==> src/rtl/fetch_queue_if.sv <==
// Shared types and handshake bundles for the instruction prefetch unit.
//
// fetch_queue_pkg
//   bus_transfer_t : bus transfer type (IDLE, BUSY, NONSEQ, SEQ).
//   bus_response_t : bus response (OKAY, ERROR).
//
// bus_master : fetcher-to-memory bus.
//   address   [31:0] read address, held for the whole transfer
//   write            always 0 from the fetcher
//   trans            transfer type
//   available        slave can take a new transfer
//   ready            slave completes the current transfer / accepts a new one
//   response         OKAY or ERROR, valid when ready is high
//   read_data [31:0] read word, valid when ready is high
//   modports: out (fetcher side), slave (memory side)
//
// skid_buffer_port : valid/ready stream of instruction words.
//   valid, data [31:0] from producer; ready from consumer
//   modports: downstream (producer side), upstream (consumer side)

package fetch_queue_pkg;
    typedef enum logic [1:0] {
        BUS_TRANSFER_IDLE   = 2'b00,
        BUS_TRANSFER_BUSY   = 2'b01,
        BUS_TRANSFER_NONSEQ = 2'b10,
        BUS_TRANSFER_SEQ    = 2'b11
    } bus_transfer_t;

    typedef enum logic {
        BUS_RESPONSE_OKAY  = 1'b0,
        BUS_RESPONSE_ERROR = 1'b1
    } bus_response_t;
endpackage

interface bus_master;
    logic [31:0]                   address;
    logic                          write;
    fetch_queue_pkg::bus_transfer_t trans;
    logic                          available;
    logic                          ready;
    fetch_queue_pkg::bus_response_t response;
    logic [31:0]                   read_data;

    modport out (
        output address, write, trans,
        input  available, ready, response, read_data
    );

    modport slave (
        input  address, write, trans,
        output available, ready, response, read_data
    );
endinterface

interface skid_buffer_port;
    logic        valid;
    logic [31:0] data;
    logic        ready;

    modport downstream (
        output valid, data,
        input  ready
    );

    modport upstream (
        input  valid, data,
        output ready
    );
endinterface

==> src/rtl/fetch_queue.sv <==
// Instruction prefetch unit. Keeps a sequential fetch pointer, reads words
// over the bus one transfer at a time and queues them in a DEPTH-entry FIFO
// feeding the decoder. A redirect flushes the FIFO, drops any response still
// in flight and restarts fetch at the new address. A bus error is queued as a
// tagged entry and fetch halts until the next redirect.
//
// Parameters
//   DEPTH    : FIFO entries, power of two, >= 2
//   RESET_PC : fetch pointer after reset, word aligned
//
// Ports
//   clock        system clock, rising edge
//   reset        asynchronous active-low reset
//   redirect     one-cycle flush/restart pulse
//   redirect_pc  restart address, bits [1:0] ignored
//   bus          bus_master.out, read-only fetch port
//   decoder      skid_buffer_port.downstream, instruction word stream
//   decoder_pc   address of the FIFO head word
//   fetch_error  FIFO head is a bus-error entry
//
// Build option
//   FETCH_QUEUE_BURST_EN : chain back-to-back transfers with SEQ while the
//   FIFO has room, giving one word per cycle; NONSEQ restarts at every 1 KB
//   boundary. Without it every transfer is NONSEQ followed by an IDLE cycle.

module fetch_queue #(
    parameter int unsigned DEPTH    = 4,
    parameter logic [31:0] RESET_PC = 32'h0000_0000
) (
    input  logic                       clock,
    input  logic                       reset,
    input  logic                       redirect,
    input  logic [31:0]                redirect_pc,
    bus_master.out                     bus,
    skid_buffer_port.downstream        decoder,
    output logic [31:0]                decoder_pc,
    output logic                       fetch_error
);
    import fetch_queue_pkg::*;

    localparam int unsigned PTR_W = $clog2(DEPTH);
    localparam int unsigned CNT_W = PTR_W + 1;
    localparam logic [CNT_W-1:0] DEPTH_C = CNT_W'(DEPTH);

    typedef enum logic [1:0] {
        ST_IDLE,
        ST_WAITING,
        ST_DISCARD,
        ST_HALTED
    } state_t;

    state_t             state_q;
    logic [31:0]        fp_q;
    logic [31:0]        fp_seq_d;
    logic [31:0]        address_q;
    bus_transfer_t      trans_q;
    logic [CNT_W-1:0]   count_q;
    logic [CNT_W-1:0]   count_d;
    logic [PTR_W-1:0]   rd_ptr_q;
    logic [PTR_W-1:0]   wr_ptr_q;

    logic [31:0]        pc_mem_q   [DEPTH];
    logic [31:0]        data_mem_q [DEPTH];
    logic               err_mem_q  [DEPTH];

    logic               pop;
    logic               push;
    logic               push_err;
    logic               unused_pc_low;

    // The low address bits of a redirect target are forced to zero.
    assign unused_pc_low = ^redirect_pc[1:0];

    assign fp_seq_d = fp_q + 32'd4;

    // A completed transfer is queued unless a redirect makes it stale; the
    // pop is likewise cancelled by a redirect through count_d.
    always_comb begin
        pop      = decoder.valid && decoder.ready;
        push     = 1'b0;
        push_err = 1'b0;
        if (!redirect && state_q == ST_WAITING && bus.ready) begin
            push     = 1'b1;
            push_err = (bus.response == BUS_RESPONSE_ERROR);
        end
    end

    always_comb begin
        count_d = count_q;
        if (redirect) begin
            count_d = '0;
        end else if (push && !pop) begin
            count_d = count_q + CNT_W'(1);
        end else if (!push && pop) begin
            count_d = count_q - CNT_W'(1);
        end
    end

    // Fetch FSM, fetch pointer, registered bus outputs and FIFO bookkeeping.
    // Only one transfer is ever outstanding, and issue requires a free slot,
    // so the response of an issued transfer always has room to land.
    always_ff @(posedge clock or negedge reset) begin
        if (!reset) begin
            state_q   <= ST_IDLE;
            fp_q      <= RESET_PC;
            address_q <= '0;
            trans_q   <= BUS_TRANSFER_IDLE;
            count_q   <= '0;
            rd_ptr_q  <= '0;
            wr_ptr_q  <= '0;
        end else begin
            count_q <= count_d;
            if (pop && !redirect) begin
                rd_ptr_q <= rd_ptr_q + PTR_W'(1);
            end
            if (push) begin
                wr_ptr_q <= wr_ptr_q + PTR_W'(1);
            end

            if (redirect) begin
                // A transfer still waiting on the bus must be allowed to
                // finish before a new one starts, hence DISCARD.
                fp_q     <= {redirect_pc[31:2], 2'b00};
                trans_q  <= BUS_TRANSFER_IDLE;
                rd_ptr_q <= '0;
                wr_ptr_q <= '0;
                if ((state_q == ST_WAITING || state_q == ST_DISCARD) && !bus.ready) begin
                    state_q <= ST_DISCARD;
                end else begin
                    state_q <= ST_IDLE;
                end
            end else begin
                case (state_q)
                    ST_IDLE: begin
                        if (bus.available && bus.ready && count_q < DEPTH_C) begin
                            address_q <= fp_q;
                            trans_q   <= BUS_TRANSFER_NONSEQ;
                            state_q   <= ST_WAITING;
                        end else begin
                            trans_q <= BUS_TRANSFER_IDLE;
                        end
                    end
                    ST_WAITING: begin
                        if (bus.ready) begin
                            if (bus.response == BUS_RESPONSE_ERROR) begin
                                trans_q <= BUS_TRANSFER_IDLE;
                                state_q <= ST_HALTED;
                            end else begin
                                fp_q <= fp_seq_d;
`ifdef FETCH_QUEUE_BURST_EN
                                // Keep streaming while the FIFO still has room
                                // after this push; a 1 KB boundary restarts
                                // the burst with NONSEQ.
                                if (count_d < DEPTH_C) begin
                                    address_q <= fp_seq_d;
                                    trans_q   <= (fp_seq_d[9:0] == 10'd0) ?
                                                 BUS_TRANSFER_NONSEQ : BUS_TRANSFER_SEQ;
                                end else begin
                                    trans_q <= BUS_TRANSFER_IDLE;
                                    state_q <= ST_IDLE;
                                end
`else
                                trans_q <= BUS_TRANSFER_IDLE;
                                state_q <= ST_IDLE;
`endif
                            end
                        end
                    end
                    ST_DISCARD: begin
                        trans_q <= BUS_TRANSFER_IDLE;
                        if (bus.ready) begin
                            state_q <= ST_IDLE;
                        end
                    end
                    ST_HALTED: begin
                        trans_q <= BUS_TRANSFER_IDLE;
                    end
                    default: begin
                        state_q <= ST_IDLE;
                    end
                endcase
            end
        end
    end

    // FIFO storage. Error entries carry a zero data word. The storage is
    // cleared at reset so the head fields read zero out of reset.
    always_ff @(posedge clock or negedge reset) begin
        if (!reset) begin
            for (int i = 0; i < int'(DEPTH); i++) begin
                pc_mem_q[i]   <= '0;
                data_mem_q[i] <= '0;
                err_mem_q[i]  <= 1'b0;
            end
        end else if (push) begin
            pc_mem_q[wr_ptr_q]   <= fp_q;
            data_mem_q[wr_ptr_q] <= push_err ? 32'h0 : bus.read_data;
            err_mem_q[wr_ptr_q]  <= push_err;
        end
    end

    assign bus.address   = address_q;
    assign bus.write     = 1'b0;
    assign bus.trans     = trans_q;

    assign decoder.valid = (count_q != '0);
    assign decoder.data  = data_mem_q[rd_ptr_q];
    assign decoder_pc    = pc_mem_q[rd_ptr_q];
    assign fetch_error   = err_mem_q[rd_ptr_q];

endmodule

==> src/flat_wrapper.sv <==
// flat-port wrapper written by rule: the top's interface ports become plain ports
module fetch_queue_flat import fetch_queue_pkg::*;
#(
    parameter int unsigned DEPTH    = 4,
    parameter logic [31:0] RESET_PC = 32'h0000_0000
)
  (clock, reset, redirect, redirect_pc, decoder_pc, fetch_error, bus_address, bus_write, bus_trans, bus_available, bus_ready, bus_response, bus_read_data, decoder_valid, decoder_data, decoder_ready);
  bus_master bus_i ();
  skid_buffer_port decoder_i ();
  input  logic clock;
  input  logic reset;
  input  logic redirect;
  input  logic [31:0] redirect_pc;
  output logic [31:0] decoder_pc;
  output logic fetch_error;
  output wire logic [$bits(bus_i.address)-1:0] bus_address;
  output wire logic [$bits(bus_i.write)-1:0] bus_write;
  output wire logic [$bits(bus_i.trans)-1:0] bus_trans;
  input wire logic [$bits(bus_i.available)-1:0] bus_available;
  input wire logic [$bits(bus_i.ready)-1:0] bus_ready;
  input wire logic [$bits(bus_i.response)-1:0] bus_response;
  input wire logic [$bits(bus_i.read_data)-1:0] bus_read_data;
  output wire logic [$bits(decoder_i.valid)-1:0] decoder_valid;
  output wire logic [$bits(decoder_i.data)-1:0] decoder_data;
  input wire logic [$bits(decoder_i.ready)-1:0] decoder_ready;
  assign bus_address = bus_i.address;
  assign bus_write = bus_i.write;
  assign bus_trans = bus_i.trans;
  assign bus_i.available = bus_available;
  assign bus_i.ready = bus_ready;
  assign bus_i.response = bus_response;
  assign bus_i.read_data = bus_read_data;
  assign decoder_valid = decoder_i.valid;
  assign decoder_data = decoder_i.data;
  assign decoder_i.ready = decoder_ready;
  fetch_queue #(.DEPTH(DEPTH), .RESET_PC(RESET_PC)) u_core (.clock(clock), .reset(reset), .redirect(redirect), .redirect_pc(redirect_pc), .bus(bus_i), .decoder(decoder_i), .decoder_pc(decoder_pc), .fetch_error(fetch_error));
endmodule
==> config.mk <==
export PLATFORM = sky130hd
export DESIGN_NAME = fetch_queue_flat
export DESIGN_NICKNAME = d
export VERILOG_FILES = /design/src/rtl/fetch_queue_if.sv /design/src/rtl/fetch_queue.sv /design/src/flat_wrapper.sv
export SDC_FILE = /design/constraint.sdc
export NUM_CORES = 1
export LEC_CHECK = 0
export CORE_UTILIZATION = 55
export DETAILED_ROUTE_END_ITERATION = 8
export GPL_TIMING_DRIVEN = 0
export PLACE_DENSITY = 0.8
export SKIP_CTS_REPAIR_TIMING = 1
export SLEW_MARGIN = 25
export SYNTH_ARGS = -nofsm -noshare
export SYNTH_HDL_FRONTEND = slang
export SYNTH_SLANG_ARGS = --single-unit
==> constraint.sdc <==
create_clock -name clock -period 2.8 [get_ports clock]
set_clock_uncertainty 0.2 [all_clocks]
set_input_delay 0.56 -clock clock [delete_from_list [all_inputs] [get_ports clock]]
set_output_delay 0.56 -clock clock [all_outputs]
set_load 0.02 [all_outputs]
# Yosys cells after proc, flatten, opt, wreduce, memory -nomap -nowiden
# Index checks and enable logic that the tools add are counted.
# Widths: inputs -> output; s select.
dict set report totals {
  register_bits 335
  in_bits 71
}
dict set report op_classes {
  add_sub_neg 5
  muxes 40
  order_cmp 4
  n_bitwise 3
  n_eq_ne 7
  n_reduce_logical 27
}
# cell count
set ops {}
lappend ops {{$mux 32} 10}
lappend ops {{$bwmux 128} 2}
lappend ops {{$bmux 32 s2} 2}
lappend ops {{$demux 32 s2} 1}
lappend ops {{$add 32x3->32 const B} 1}
lappend ops {{$mux 2} 12}
lappend ops {{$pmux 2 s3} 2}
lappend ops {{$logic_and 1x1->1} 10}
lappend ops {{$mux 3} 3}
lappend ops {{$reduce_bool 2->1} 4}
lappend ops {{$ge 3x3->1 const B} 2}
lappend ops {{$ne 3x3->1 const B} 2}
lappend ops {{$not 2->3} 2}
lappend ops {{$reduce_and 3->1} 2}
lappend ops {{$reduce_bool 3->1} 2}
lappend ops {{$mux 1} 5}
lappend ops {{$add 2x1->2 const B} 2}
lappend ops {{$bwmux 4} 1}
lappend ops {{$eq 2x2->1 const B} 2}
lappend ops {{$logic_not 1->1} 4}
lappend ops {{$reduce_and 4->1} 1}
lappend ops {{$reduce_bool 4->1} 1}
lappend ops {{$add 3x1->3 const B} 1}
lappend ops {{$lt 3x1->1 const B} 1}
lappend ops {{other kinds (11)} 11}

# Logic depth before layout (Yosys ltp)
dict set report logic_depth {
  word_depth 9
  depth_mapped 10
  ltp_nobuf 8
}

# Worst setup path before layout
# OpenSTA, ideal clock, no wires.
dict set report synth_timing {
  path_kind {register to output}
  from {reg u_core.rd_ptr_q[0]}
  to {out decoder_data[23]}
  t_required_ps 2040
  n_path_buf 2
  path_stages_with_launch 4
  arrival_time_ps 1692
  setup_slack_ps 348
  cell_sequence {dfrtp_1 > buf_2 > buf_1 > mux4_2}
}
dict set report synth_between {
  elab_chain_len 4
}
# item line
set synth_lines {}
lappend synth_lines {{start: declaration} fetch_queue.sv:59} ;# logic [PTR_W-1:0] rd_ptr_q;
lappend synth_lines {{start signal: assignment} fetch_queue.sv:114} ;# rd_ptr_q <= rd_ptr_q + PTR_W'(1);
lappend synth_lines {{$not 2->3 (implied by the code)} fetch_queue.sv:207} ;# assign decoder.data = data_mem_q[rd_ptr_q];
lappend synth_lines {{$bmux 32 s2} fetch_queue.sv:207}
lappend synth_lines {{$mux 32 (implied by the code) (2 in a row)} fetch_queue.sv:207}
lappend synth_lines {{end: declaration} flat_wrapper.sv:24} ;# output wire logic [$bits(decoder_i.data)-1:0] decoder_data;
# No other way between the ends. The select of a mux whose other input is x is not followed.

# Final worst setup path
dict set report layout_timing {
  from {reg u_core.rd_ptr_q[0]}
  to {out decoder_data[4]}
}
# Same word-level chain as after synthesis.

==> flow_summary.ini <==
[status]
status = finished with violations
violations = negative setup slack

[worst_hold_path]
worstHoldStart = u_core.pc_mem_q[57]$_DFFE_PN0P_
hold_path_depth = 2
hp-class = reg -> reg
worstHoldEndpoint = u_core.pc_mem_q[57]$_DFFE_PN0P_

[global_route]
grt-ovfl-total = 0
grt_pass1_vias = 10950
antenna_found_initial = 1
gr-usage-all-layers_pct = 28.37
grt_max_degree = 86
grt_pass1_wl_um = 58250

[power_and_ir_drop]
ir_worst_vdd_uv = 630.6
p_total_uw = 17680
p_leak_uw = 0.008231
power_density_nw_per_um2 = 986.5

[sta]
final_max_slew_viol_count = 0
hold_viol = 0
fin_ws_ns = -0.05279
setup_violations = 30
fmax_mhz = 350.5
max_slew_margin_pct = 51.19
tns_ns = -0.5906
worst_slew_pin_slew_ns = 0.7322
period_share_pct = 101.9
finalCriticalPeriod_ns = 2.853
rsz0062_at_grt = yes

[setup_path]
cpMostUsedCell = clkbuf_16
cp-start-kind = flip-flop
critPathMaxFanout = 5
reg2reg_depth = 7
cp_slowest_cell = mux4_2
critPathTopFamily = buffers and inverters
arrival_ns = 2.09
critPathBufInv = 4
r2r_end = u_core.data_mem_q[49]$_DFFE_PN0P_
endpoint_kind = output pin
crit_required_ns = 2.04
r2r_slack_ns = 0.12
crit_start = u_core.rd_ptr_q[0]$_DFFE_PN0P_
critPathKind = reg -> out
worstPathCellList = clkbuf_16 -> buf_12 -> clkbuf_16 -> mux4_2 -> buf_6
r2r-start = u_core.state_q[0]$_DFFE_PN0P_
critPathMaxStageDelay_ns = 0.53

[cts]
clockBufferDepth = 3
cts_tree = yes
clk_pin_slew_ns = 0.06
clock-root-buffer = clkbuf_16
clock_latency_ns = 0.52
numCtsBuffers = 35
cts.htree.levels = 2
cts_sinks = 322

[placement]
numPlacedInstances = 1683
dp_slack_ns = -0.8115
port_buffers = 163
dpl.hpwl_um = 24600
place_congestion = 0.8396

[yosys]
avgSynthCellArea_um2 = 12.15
ys.flop_type = dfrtp_1
synthCells = 1181
synthArstFlopShare_pct = 100.0
ys_types = 51
synth_edf_count = 0
syn-cell-area_um2 = 14350
yosys_register_bits = 322
ys_seq_area_share_pct = 56.17
ys_warn_count = 0

[finish]
drive_above_1_share_pct = 26.79
final_common_cell = dfrtp_1
instances_no_fill = 1756
most-common-layout-cells = dfrtp_1 (320), nand2_1 (207), o21ai_0 (157), mux2_2 (143), clkdlybuf4s50_1 (99)
diodes = 0
finalCoreUtilization_pct = 70.57
nets = 1483
syn_to_final_growth_pct = 24.93

[detailed_routing]
drc = 0
drtPass1Iterations = 5
drt-initial-drc-count = 950
vias_per_cell = 6.073
final_antenna_net_count = 0
wl_per_cell_um = 21.17
vias = 10660
wl_um = 37170

[floorplanning]
die_width_um = 163.5
die_y_um = 163.5
core_um2 = 25400
die_area_um2 = 26730
num_io_pins = 172
initial_core_util_pct = 56.48
rows = 58

[run]
drv_cap = 0
per-layer routing:
layer	track usage [%]	wire length (µm)
met1	39.85	15430
met2	44.43	18040
met3	5.104	2687
met4	10.65	1011
met5	0	0
registers in the layout (all words and copies together), names as in the netlist:
| register | cells |
|---|---|
| u_core.wr_ptr_q | 2 |
| u_core.rd_ptr_q | 2 |
| u_core.data_mem_q | 128 |
| u_core.pc_mem_q | 120 |
| u_core.fp_q | 30 |
| u_core.bus.trans | 1 |
| u_core.state_q | 2 |
| u_core.err_mem_q | 4 |
| u_core.count_q | 3 |
| u_core.bus.address | 30 |
worst max path at each step:
| stage | to | slack (ns) | cells past startpoint |
|---|---|---|---|
| 6_report | decoder_data[4] | -0.05 | 5 |
| 5_1_grt | decoder_data[4] | -0.07 | 5 |
| 4_1_cts | decoder_data[30] | -1.13 | 4 |
| 3_5_place_dp | u_core.data_mem_q[85]$_DFFE_PN0P_ | -0.81 | 9 |
| 3_3_place_gp | u_core.bus.address[18]$_DFFE_PN0P_ | -12.57 | 1 |
| 2_1_floorplan | decoder_data[23] | 0.35 | 3 |
logic make-up after synthesis:
family	count (synthesis)	synth area share (%)
mux	208	21.25
fa+ha+maj	10	0.9245
buf+inv	109	3.157
simple gates	318	10.02
compound gates	199	7.596
flops	322	56.17
other cells	1	0.02614
xor+xnor	14	0.8546
stage by stage:
step	hold WS, ns	cell area, µm²
floorplan	0.06441	14370
global placement	0.2567	16410
detailed placement	0.2657	16520
CTS	-0.2673	17640
global route	0.2986	17920
finish	0.2745	17920
cell type report:
class / count / area [µm²]
plain buffers: 95 / 531.8
clock buffers: 55 / 1071
clock inverters: 6 / 45.04
fillers: 1736 / 7476
inverters: 12 / 45.04
multi-input cells: 755 / 5878
flip-flops and latches: 322 / 8060
well taps: 330 / 412.9
repair buffers: 181 / 1879
tightest hold or removal path, stage by stage, from the launching register on:
cell and delay [ns]:
dfrtp_1 0.34, nand2_1 0.04, o21ai_0 0.06
cell usage after synthesis, drive strengths merged (4+ instances only):
| cell type | instances | share of area (%) |
|---|---|---|
| nand3 | 14 | 0.49 |
| and3 | 5 | 0.22 |
| nand2 | 210 | 5.5 |
| and2 | 5 | 0.22 |
| nor4 | 6 | 0.26 |
| o211ai | 4 | 0.21 |
| a21oi | 6 | 0.21 |
| xor2 | 4 | 0.24 |
| mux2 | 143 | 11 |
| buf | 28 | 1.0 |
| or4 | 13 | 0.71 |
| a31oi | 11 | 0.48 |
| o21ai | 157 | 5.5 |
| nor2 | 26 | 0.68 |
| mux4 | 63 | 9.9 |
| nor3 | 6 | 0.21 |
| clkbuf | 69 | 1.8 |
| nand4 | 9 | 0.50 |
| ha | 9 | 0.78 |
| xnor2 | 10 | 0.61 |
| or3 | 8 | 0.35 |
| o31ai | 9 | 0.47 |
| inv | 12 | 0.31 |
| dfrtp | 322 | 56 |
power breakdown:
part | switching [µW] | total, µW | leakage [µW] | internal (µW)
Sequential | 702 | 6550 | 0.00422 | 5840
Clock | 1840 | 4470 | 0.000553 | 2630
Combinational | 3270 | 6660 | 0.00346 | 3390
Note: power is estimated with default switching activity, not from simulation.
